===== src/rtl/enigma_pkg.sv =====
// Shared letter types and helpers for the Enigma keypress/rotor path.
package enigma_pkg;

    localparam int unsigned LETTER_W    = 5;
    localparam int unsigned ROTOR_POS_W = 3 * LETTER_W;
    localparam int unsigned CNT_W       = 16;

    typedef logic [LETTER_W-1:0] letter_t;

    localparam letter_t LETTER_A = letter_t'(1);
    localparam letter_t LETTER_Z = letter_t'(26);

    // Packed start-position bundle, left rotor in the MSBs.
    typedef struct packed {
        letter_t l;
        letter_t m;
        letter_t r;
    } rotor_pos_t;

    function automatic letter_t letter_inc(input letter_t x);
        return (x == LETTER_Z) ? LETTER_A : letter_t'(x + letter_t'(1));
    endfunction

    function automatic logic letter_legal(input letter_t x);
        return (x >= LETTER_A) && (x <= LETTER_Z);
    endfunction

endpackage


===== src/rtl/rotor_pos_ctr.sv =====
// One rotor position register: loads a start letter (illegal -> A) or steps with Z->A wrap.
module rotor_pos_ctr
    import enigma_pkg::*;
(
    input  logic                clk,
    input  logic                rst,
    input  logic                step,
    input  logic                load,
    input  logic [LETTER_W-1:0] load_val,
    output logic [LETTER_W-1:0] pos
);

    always_ff @(posedge clk) begin
        if (rst) begin
            pos <= LETTER_A;
        end else if (load) begin
            pos <= letter_legal(load_val) ? load_val : LETTER_A;
        end else if (step) begin
            pos <= letter_inc(pos);
        end
    end

endmodule


===== src/rtl/rotor_stepper.sv =====
// Keypress front end: steps three rotors (with middle double step) and registers letter + positions.
// Optional feature: define ROTOR_STEPPER_CNT_EN to add the saturating key_count output.
module rotor_stepper
    import enigma_pkg::*;
#(
    parameter letter_t NOTCH_R = letter_t'(17),
    parameter letter_t NOTCH_M = letter_t'(5)
) (
    input  logic                   clk,
    input  logic                   rst,
    input  logic                   load,
    input  logic [ROTOR_POS_W-1:0] load_pos,
    input  logic                   key_valid,
    input  logic [LETTER_W-1:0]    key_in,
    output logic                   key_ready,
    output logic                   out_valid,
    input  logic                   out_ready,
    output logic [LETTER_W-1:0]    key_out,
    output logic [LETTER_W-1:0]    pos_l,
    output logic [LETTER_W-1:0]    pos_m,
    output logic [LETTER_W-1:0]    pos_r,
    output logic                   key_err
`ifdef ROTOR_STEPPER_CNT_EN
    ,
    output logic [CNT_W-1:0]       key_count
`endif
);

    rotor_pos_t start_pos;
    logic       accept;
    logic       key_ok;
    logic       step_r;
    logic       step_m;
    logic       step_l;

    assign start_pos = rotor_pos_t'(load_pos);

    // Single output register: a new key fits only when the slot is empty or draining.
    assign key_ready = !load && (!out_valid || out_ready);
    assign accept    = key_valid && key_ready;
    assign key_ok    = letter_legal(key_in);

    // Notch decode on pre-step positions; middle rotor at its notch carries itself too.
    always_comb begin
        step_r = 1'b0;
        step_m = 1'b0;
        step_l = 1'b0;
        if (accept && key_ok) begin
            step_r = 1'b1;
            step_m = (pos_r == NOTCH_R) || (pos_m == NOTCH_M);
            step_l = (pos_m == NOTCH_M);
        end
    end

    rotor_pos_ctr u_rotor_l (
        .clk      (clk),
        .rst      (rst),
        .step     (step_l),
        .load     (load),
        .load_val (start_pos.l),
        .pos      (pos_l)
    );

    rotor_pos_ctr u_rotor_m (
        .clk      (clk),
        .rst      (rst),
        .step     (step_m),
        .load     (load),
        .load_val (start_pos.m),
        .pos      (pos_m)
    );

    rotor_pos_ctr u_rotor_r (
        .clk      (clk),
        .rst      (rst),
        .step     (step_r),
        .load     (load),
        .load_val (start_pos.r),
        .pos      (pos_r)
    );

    always_ff @(posedge clk) begin
        if (rst) begin
            out_valid <= 1'b0;
            key_out   <= '0;
            key_err   <= 1'b0;
        end else begin
            key_err <= accept && !key_ok;
            if (load) begin
                out_valid <= 1'b0;
            end else if (accept && key_ok) begin
                out_valid <= 1'b1;
                key_out   <= key_in;
            end else if (out_valid && out_ready) begin
                out_valid <= 1'b0;
            end
        end
    end

`ifdef ROTOR_STEPPER_CNT_EN
    // Message-length counter for key-sheet checks; sticks at all-ones.
    always_ff @(posedge clk) begin
        if (rst || load) begin
            key_count <= '0;
        end else if (accept && key_ok && (key_count != {CNT_W{1'b1}})) begin
            key_count <= key_count + CNT_W'(1);
        end
    end
`endif

endmodule


===== config.mk =====
export PLATFORM = sky130hd
export DESIGN_NAME = rotor_stepper
export DESIGN_NICKNAME = d
export VERILOG_FILES = /design/src/rtl/enigma_pkg.sv /design/src/rtl/rotor_pos_ctr.sv /design/src/rtl/rotor_stepper.sv
export SDC_FILE = /design/constraint.sdc
export NUM_CORES = 1
export LEC_CHECK = 0
export CORE_MARGIN = 2
export CORE_UTILIZATION = 50
export CTS_CLUSTER_SIZE = 16
export DETAILED_ROUTE_END_ITERATION = 7
export PLACE_DENSITY = 0.85
export REMOVE_ABC_BUFFERS = 1
export SLEW_MARGIN = 20
export SYNTH_ARGS = -nofsm -noshare
export SYNTH_HDL_FRONTEND = slang
export SYNTH_HIERARCHICAL = 1
export SYNTH_SLANG_ARGS = --single-unit

===== constraint.sdc =====
create_clock -name clk -period 5.4 [get_ports clk]
set_input_delay 0.81 -clock clk [delete_from_list [all_inputs] [get_ports clk]]
set_output_delay 0.81 -clock clk [all_outputs]
set_load 0.005 [all_outputs]

# --- Word-level counts from Yosys, hierarchy flattened ---
# Index checks and enable logic that the tools add are counted.
totals:
  register_bits: 22
  output_inout_bits: 23
op_classes:
  n_addsub: 3
  magnitude_cmp: 8
  eq_ne: 5
  mux: 17
  n_bitwise: 1
  reduce_logical: 20
op_table:
  columns: ["cell", "n"]
  rows:
  - ["$mux 5", 12]
  - ["$eq 5x5->1 const B", 4]
  - ["$ge 5x1->1 const B", 4]
  - ["$le 5x5->1 const B", 4]
  - ["$add 5x1->5 const B", 3]
  - ["$logic_and 1x1->1", 9]
  - ["$reduce_bool 2->1", 4]
  - ["$eq 5x3->1 const B", 1]
  - ["$mux 1", 5]
  - ["$logic_not 1->1", 3]
  - ["$logic_or 1x1->1", 2]
  - ["$reduce_and 2->1", 1]
  - ["$reduce_or 2->1", 1]
  - ["$not 1->1", 1]

# --- Longest topological paths before layout ---
# Gate-level depths: netlist (run 1).
logic_depth:
  depth_word: 8
  depth_mapped: 9

# --- Modules after synthesis ---
# The synthesis (run 1) kept the hierarchy.
by_module_without_submodules:
  columns: ["module", "instances", "cells_per_inst", "area_each_um2", "seq_area_each_um2"]
  rows:
  - ["rotor_pos_ctr", 3, 49, 381.6, 100.1]
  - ["rotor_stepper", 1, 46, 415.4, 140.1]

# --- Least setup slack after synthesis (run 1) ---
# No wires, ideal clock.
synth_timing:
  path_kind: "input-to-reg"
  startpoint: "input port key_in[3]"
  endpoint: "register u_rotor_l.pos[4]"
  setup_time_ps: 129
  arrival_time_ps: 2392
  path_slack_ps: 2879
  path_stages: 9
  n_path_buf: 2
  path_cell_list: "or4_4 > o22ai_4 > or2_1 > buf_6 > nor3_1 > buf_4 > and4b_1 > o21ai_0 > a221oi_1"
synth_via:
  elab_chain_len: 5
  word_cells_on_any_way: 6
  cone_classes: "2 x order compare; 1 x mux; 3 x reduce/logical"
synth_rtl:
  columns: ["element", "line_no", "rtl"]
  rows:
  - ["from (decl)", "rotor_stepper.sv:14", "input logic [LETTER_W-1:0] key_in,"]
  - ["$ge 5x1->1 or $le 5x5->1 (tied branches)", "enigma_pkg.sv:25", "return (x >= LETTER_A) && (x <= LETTER_Z);"]
  - ["$logic_and 1x1->1 (*)", "enigma_pkg.sv:25", null]
  - ["$logic_and 1x1->1 (*)", "rotor_stepper.sv:48", "if (accept && key_ok) begin"]
  - ["$mux 1 (*)", "rotor_stepper.sv:48", null]
  - ["via step_l", "rotor_stepper.sv:34", "logic step_l;"]
  - ["$reduce_bool 2->1 (no source line) (*)", null, null]
  - ["to (signal assigned)", "rotor_pos_ctr.sv:17", "pos <= letter_legal(load_val) ? load_val : LETTER_A;"]
  - ["to (signal assigned)", "rotor_pos_ctr.sv:19", "pos <= letter_inc(pos);"]
  - ["to (decl)", "rotor_pos_ctr.sv:10", "output logic [LETTER_W-1:0] pos"]
# Mark *: on every way through the listed nets, which the timed path passes. The rest lies on a longest branch.
# A chain may end at the register's enable or synchronous reset.

# --- Final worst setup path (run 1) ---
layout_timing:
  startpoint: "input port load"
  endpoint: "register u_rotor_l.pos[3]"
layout_via:
  elab_chain_len: 6
  word_cells_on_any_way: 7
  cone_classes: "2 x mux; 5 x reduce/logical"
layout_rtl:
  columns: ["element", "line_no", "rtl"]
  rows:
  - ["from (decl)", "rotor_stepper.sv:11", "input logic load,"]
  - ["$logic_not 1->1", "rotor_stepper.sv:39", "assign key_ready = !load && (!out_valid || out_ready);"]
  - ["$logic_and 1x1->1", "rotor_stepper.sv:39", null]
  - ["$logic_and 1x1->1", "rotor_stepper.sv:40", "assign accept = key_valid && key_ready;"]
  - ["$logic_and 1x1->1", "rotor_stepper.sv:48", null]
  - ["$mux 1", "rotor_stepper.sv:48", null]
  - ["via step_l", "rotor_stepper.sv:34", null]
  - ["$reduce_bool 2->1 (no source line)", null, null]
# The timed path passes the listed nets, and every way through them passes these cells.

==> flow_metrics.env, run 1 <==
export IMPL_area_growth_synth_to_final_pct=32.72
export IMPL_ys_seq_elements=22
export IMPL_place_hpwl_microns=2557
export IMPL_synth_top_area_frac=0.2823
export IMPL_seq_area_sq_um=440.4
export IMPL_min_period_ns=3.537
export IMPL_wl_per_cell_microns=12.99
export IMPL_cts_sinks=22
export IMPL_synthCells=193
export IMPL_design_portCount=48
export IMPL_start_kind="primary input"
export IMPL_grt_first_pass_wirelength_microns=5913
export IMPL_final_nets=270
export IMPL_layout_setup_ws_ns=1.863
export IMPL_r2r_cells=7
export IMPL_synth_yosys_seq_area_share=0.2823
export IMPL_drc_errors=0
export IMPL_start_util=0.5196
export IMPL_ant_nets=0
export IMPL_gp_congestion=0.8046
export IMPL_fill_cells=263
export IMPL_powerDensity_nw_per_um2=181.2
export IMPL_status="finished clean"
export IMPL_clk_pin_slew_ns=0.12
export IMPL_rrSetupSlack_ns=2.71
export IMPL_htree_levels=1
export IMPL_synthMuxAreaShare=0
export IMPL_postSynthAreaPerCell_sq_um=8.084
export IMPL_cp_top_family="simple AND/OR/NAND/NOR gates"
export IMPL_multi_input_area_sq_um=1018
export IMPL_hp_start="out_valid"
export IMPL_synth_flop_cell="dfxtp_1"
export IMPL_synth_simple_gate_area_frac=0.3577
export IMPL_fin_crit_sh=0.6550
export IMPL_crit_path_max_incr_delay_ns=0.77
export IMPL_drt_initial_drc_count=57
export IMPL_power_ir_vdd_worst_uv=101.7
export IMPL_hold_end="out_valid"
export IMPL_drive_gt1_frac=0.06303
export IMPL_rows=20
export IMPL_cp_required_ns=5.65
export IMPL_yosysTopAreaCell="dfxtp_1"
export IMPL_firstDrtPassIters=4
export IMPL_netlist_area_sq_um=1560
export IMPL_cts_made_buffers=3
export IMPL_worstMarginPinSlew_ns=0.8688
export IMPL_final_setup_tns_ns=0
export IMPL_antenna_found_initial=0
export IMPL_vias_per_cell=6.037
export IMPL_cts_resized_gates=0
export IMPL_timing_max_cap_violations=0
export IMPL_synthDistinctLibCells=37
export IMPL_synth_xor_area_share=0
export IMPL_dr_total_vias=1636
export IMPL_die_h_microns=59.86
export IMPL_synth_top_family_by_area="simple AND/OR/NAND/NOR gates"
export IMPL_finalHoldViolations=0
export IMPL_min_path_cells=2
export IMPL_wl_microns=3519
export IMPL_ys_top_cells_by_area="dfxtp_1 28%, nand4b_1 6.7%, ha_1 4.8%, o211ai_1 4.3%, nor2b_1 3.6%"
export IMPL_r2r_start="out_valid"
export IMPL_worstSetupPathType="in -> reg"
export IMPL_post_cts_setup_buffer_count=0
export IMPL_design_die_area_sq_um=3583
export IMPL_cp_arrival_ns=3.79
export IMPL_crit_buf_inv=2
export IMPL_leakagePower_uw=0.0007459
export IMPL_synth_compound_area_frac=0.2470
export IMPL_portBuffers=47
export IMPL_clock_skew_ns=0.0009391
export IMPL_dp_slack_ns=1.594
export IMPL_yosys_area_share_adder=0.04812
export IMPL_n_antenna_cell=0
export IMPL_synthArstFlopShare=0
export IMPL_crit_start="load"
export IMPL_grt_max_degree=49
export IMPL_clk_latency_ns=0.30
export IMPL_finalMaxSlewViolations=0
export IMPL_synth_most_common_cell="dfxtp_1"
export IMPL_yosys_warnings=6
export IMPL_r2r_end="u_rotor_l/pos[3]"
export IMPL_hp_class="reg -> reg"
export IMPL_grt_pass1_vias=1417
export IMPL_fp_dieW_microns=59.86
export IMPL_synth_common_cells="22 x dfxtp_1, 14 x nor2_1, 12 x inv_1, 12 x nand4b_1, 11 x o21ai_0"
export IMPL_holdBufCountCts=0
export IMPL_path_max_fanout=48
export IMPL_crit_chain="clkdlybuf4s50_1, buf_4, nand3b_1, or2_1, nor3_1, nand4_1, or4_1, nand3_1"
export IMPL_maxSlewHeadroom=0.4163
export IMPL_cts_max_path_buffers=2
export IMPL_crit_path_end_kind="flop"
export IMPL_synth_edf_count=0
export IMPL_worst_path_max_delay_cell="nor3_1"
export IMPL_grt_overflow_total=0
export IMPL_max_freq_mhz=282.7
export IMPL_cts_tree="built"
export IMPL_cts_root_buf="clkbuf_4"
export IMPL_setup_viol=0
export IMPL_grtUsageTotal=0.2097
export IMPL_core_area_sq_um=3003
export IMPL_rsz0062_at_grt="false"
## worst max-delay path by stage
| stage | slack, ns | cells after the start | endpoint |
|---|---|---|---|
| 6_report | 1.86 | 8 | u_rotor_l/pos[3] |
| 5_1_grt | 1.65 | 8 | u_rotor_l/pos[3] |
| 4_1_cts | 1.92 | 8 | u_rotor_l/pos[3] |
| 3_5_place_dp | 1.59 | 8 | u_rotor_l/pos[3] |
| 3_3_place_gp | 1.72 | 8 | u_rotor_l/pos[3] |
| 2_1_floorplan | 2.60 | 7 | u_rotor_l/pos[3] |
## where the power goes
group / internal [uW] / switching [uW]
clock: 41.1 / 48.3
combinational: 56.2 / 44.0
sequential: 172 / 13.6
## flip-flops by register name (all words and copies together) (netlist names)
register       cells
key_err            1
key_out            5
out_valid          1
u_rotor_l/pos      5
u_rotor_m/pos      5
u_rotor_r/pos      5
## layout by cell type (no fill, tap or decap), drive strengths merged, types with 8 or more instances in the layout
master         instances
nand2                 10
o211ai                 9
inv                   13
dfxtp                 22
nor2                  14
clkdlybuf4s50         47
nor2b                  9
nand4b                12
nand3                  9
o21ai                 16
a21oi                  8
## stage by stage
step / std cells / instance area (sq um) / utilization / power [uW] / hold slack (ns)
after floorplan: 185 / 1508 / - / 229.6 / 0.5140
after global placement: 267 / 2034 / 0.6775 / 287.7 / 0.5475
after detailed placement: 267 / 2034 / 0.6775 / 289.4 / 0.5537
after CTS: 271 / 2071 / 0.6896 / 378.9 / 0.5706
after global routing: 271 / 2071 / 0.6896 / 396.9 / 0.6013
final: 271 / 2071 / 0.6896 / 375.2 / 0.5704
## cells by family after synthesis
group                      after synthesis
AOI/OAI and AO/OA                       53
adders and majority gates                6
buffers and inverters                   21
DFF                                     22
and+or+nand+nor                         91
## cell type report
| type | count | area share |
|---|---|---|
| multi-input cells | 150 | 0.4918 |
| repair buffers | 49 | 0.2344 |
| flip-flops and latches | 22 | 0.2127 |
| inverters | 13 | 0.02356 |
| well taps | 33 | 0.01994 |
| clock buffers | 4 | 0.01752 |
## layer usage
layer / up-vias / global-route usage / share of wire
met5: - / 0 / 0
met4: 0 / 0.08571 / 0.010
met3: 4 / 0.02381 / 0.034
met2: 45 / 0.3618 / 0.47
met1: 752 / 0.2629 / 0.49
li1: 835 / - / -
## worst min-delay path: cells and delay by family (launching register included)
family          cells  cell delay (ns)
compound gates      1             0.07
flops               1             0.34
simple gates        1             0.12
Note: power is estimated with default switching activity, not from simulation.
==> run 2: changes to the inputs <==
- CORE_UTILIZATION: 50 -> 47
- PLACE_DENSITY: 0.85 -> 0.8
- clock period: 5.4 -> 3.5 ns (I/O delays scaled with it)
==> flow_metrics.env, run 2 (synthesis gave the netlist of run 1 again) <==
export IMPL_fp_dieW_microns=61.62
export IMPL_worstSetupPathType="in -> reg"
export IMPL_finalHoldViolations=0
export IMPL_leakagePower_uw=0.0007627
export IMPL_p_comb_frac=0.246
export IMPL_rrSetupSlack_ns=1.31
export IMPL_start_util=0.5028
export IMPL_cp_arrival_ns=2.82
export IMPL_maxSlewHeadroom=0.5737
export IMPL_wl_per_cell_microns=13.69
export IMPL_dp_cells=280
export IMPL_setup_viol=0
export IMPL_holdBufCountCts=0
export IMPL_core_area_sq_um=3103
export IMPL_antenna_found_initial=0
export IMPL_cts_max_path_buffers=2
export IMPL_hp_start="out_valid"
export IMPL_gp_congestion=0.8218
export IMPL_ant_nets=0
export IMPL_design_die_area_sq_um=3796
export IMPL_r2r_end="u_rotor_m/pos[3]"
export IMPL_min_path_cells=2
export IMPL_grt_max_degree=48
export IMPL_clkPwrFrac=0.308
export IMPL_clk_pin_slew_ns=0.13
export IMPL_finalMaxSlewViolations=0
export IMPL_cts_sinks=22
export IMPL_powerDensity_nw_per_um2=303.6
export IMPL_fill_cells=278
export IMPL_design_portCount=48
export IMPL_n_antenna_cell=0
export IMPL_p_int_uw=469.1
export IMPL_rsz0062_at_grt="false"
export IMPL_clock_skew_ns=0.001063
export IMPL_drive_gt1_frac=0.07083
export IMPL_hold_end="out_valid"
export IMPL_drt_initial_drc_count=117
export IMPL_wl_microns=3887
export IMPL_switching_share=0.2697
export IMPL_grtUsageTotal=0.2217
export IMPL_portBuffers=47
export IMPL_final_setup_tns_ns=0
export IMPL_p_total_uw=642.3
export IMPL_vias_per_cell=5.856
export IMPL_final_common_cell="clkdlybuf4s50_1"
export IMPL_clk_latency_ns=0.31
export IMPL_grt_pass1_vias=1515
export IMPL_final_nets=272
export IMPL_r2r_start="out_valid"
export IMPL_cts_tree="built"
export IMPL_hold_slack_ns=0.5639
export IMPL_status="finished clean"
export IMPL_start_kind="primary input"
export IMPL_timing_max_cap_violations=0
export IMPL_dr_total_vias=1663
export IMPL_drc_errors=0
export IMPL_cts_made_buffers=3
export IMPL_final_cells=284
export IMPL_cts_root_buf="clkbuf_4"
export IMPL_fin_crit_sh=0.7304
export IMPL_htree_levels=1
export IMPL_path_max_fanout=9
export IMPL_max_freq_mhz=391.2
export IMPL_grt_overflow_total=0
export IMPL_power_frac_seq=0.446
export IMPL_finalCoreUtilization=0.6819
export IMPL_die_h_microns=61.62
export IMPL_rows=20
export IMPL_worstMarginPinSlew_ns=0.6374
export IMPL_hp_class="reg -> reg"
export IMPL_power_ir_vdd_worst_uv=140.5
export IMPL_crit_start="out_ready"
export IMPL_cts_resized_gates=0
export IMPL_area_growth_synth_to_final_pct=35.61
export IMPL_firstDrtPassIters=4
export IMPL_final_cell_mix="47 x clkdlybuf4s50_1, 22 x dfxtp_1, 14 x nor2_1"
export IMPL_cp_required_ns=3.76
export IMPL_place_hpwl_microns=2938
export IMPL_min_period_ns=2.557
export IMPL_power_net_switching_uw=173.3
export IMPL_r2r_cells=7
export IMPL_crit_path_end_kind="flop"
export IMPL_post_cts_setup_buffer_count=0
export IMPL_grt_first_pass_wirelength_microns=6382
## run 2: worst max-delay path by stage
stage,to,slack (ns),depth (start not counted)
final,u_rotor_m/pos[3],0.94,8
after global routing,u_rotor_m/pos[3],0.72,8
after CTS,u_rotor_m/pos[3],0.97,8
after detailed placement,u_rotor_m/pos[3],0.64,8
after global placement,u_rotor_l/pos[4],0.73,9
after floorplan,u_rotor_l/pos[3],0.98,7
## run 2: final cells by class
| class | instances | area (sq um) | area share |
|---|---|---|---|
| Inverter | 13 | 48.80 | 0.02306 |
| Tap cell | 44 | 55.05 | 0.02602 |
| Sequential cell | 22 | 440.4 | 0.2082 |
| Clock inverter | 1 | 30.03 | 0.01419 |
| Clock buffer | 3 | 22.52 | 0.01064 |
| Timing Repair Buffer | 51 | 500.5 | 0.2365 |
| Multi-Input combinational cell | 150 | 1018 | 0.4814 |
## run 2: power by group through the flow
stage          sequential, uW  clock, uW  combinational (uW)
2_1_floorplan             289          0                65.7
3_5_place_dp              292          0                 157
5_1_grt                   290        215                 174
4_1_cts                   286        205                 158
6_report                  287        198                 158
3_3_place_gp              291          0                 153
## run 2: stage by stage
step / setup WS (ns) / instance area [sq um]
floorplan: 0.9804 / 1508
global placement: 0.7289 / 2063
detailed placement: 0.6390 / 2063
CTS: 0.9698 / 2116
global route: 0.7189 / 2116
finish: 0.9435 / 2116
## run 2: critical path: stages
cell             delay [ns]
clkdlybuf4s50_1        0.45
nand2b_1               0.15
nand3b_1               0.20
or2_1                  0.36
nor2_1                 0.46
nand4_1                0.18
or4_1                  0.41
nand3_1                0.09
## run 2: per-layer routing
layer  wire length, microns  vias up  GRT usage  share of wire
li1                       -      841          -              -
met1                   1788      763     0.2834           0.46
met2                   1868       57     0.3684           0.48
met3                    188        2    0.02941          0.048
met4                     42        0     0.1033          0.011
met5                      0        -          0              0
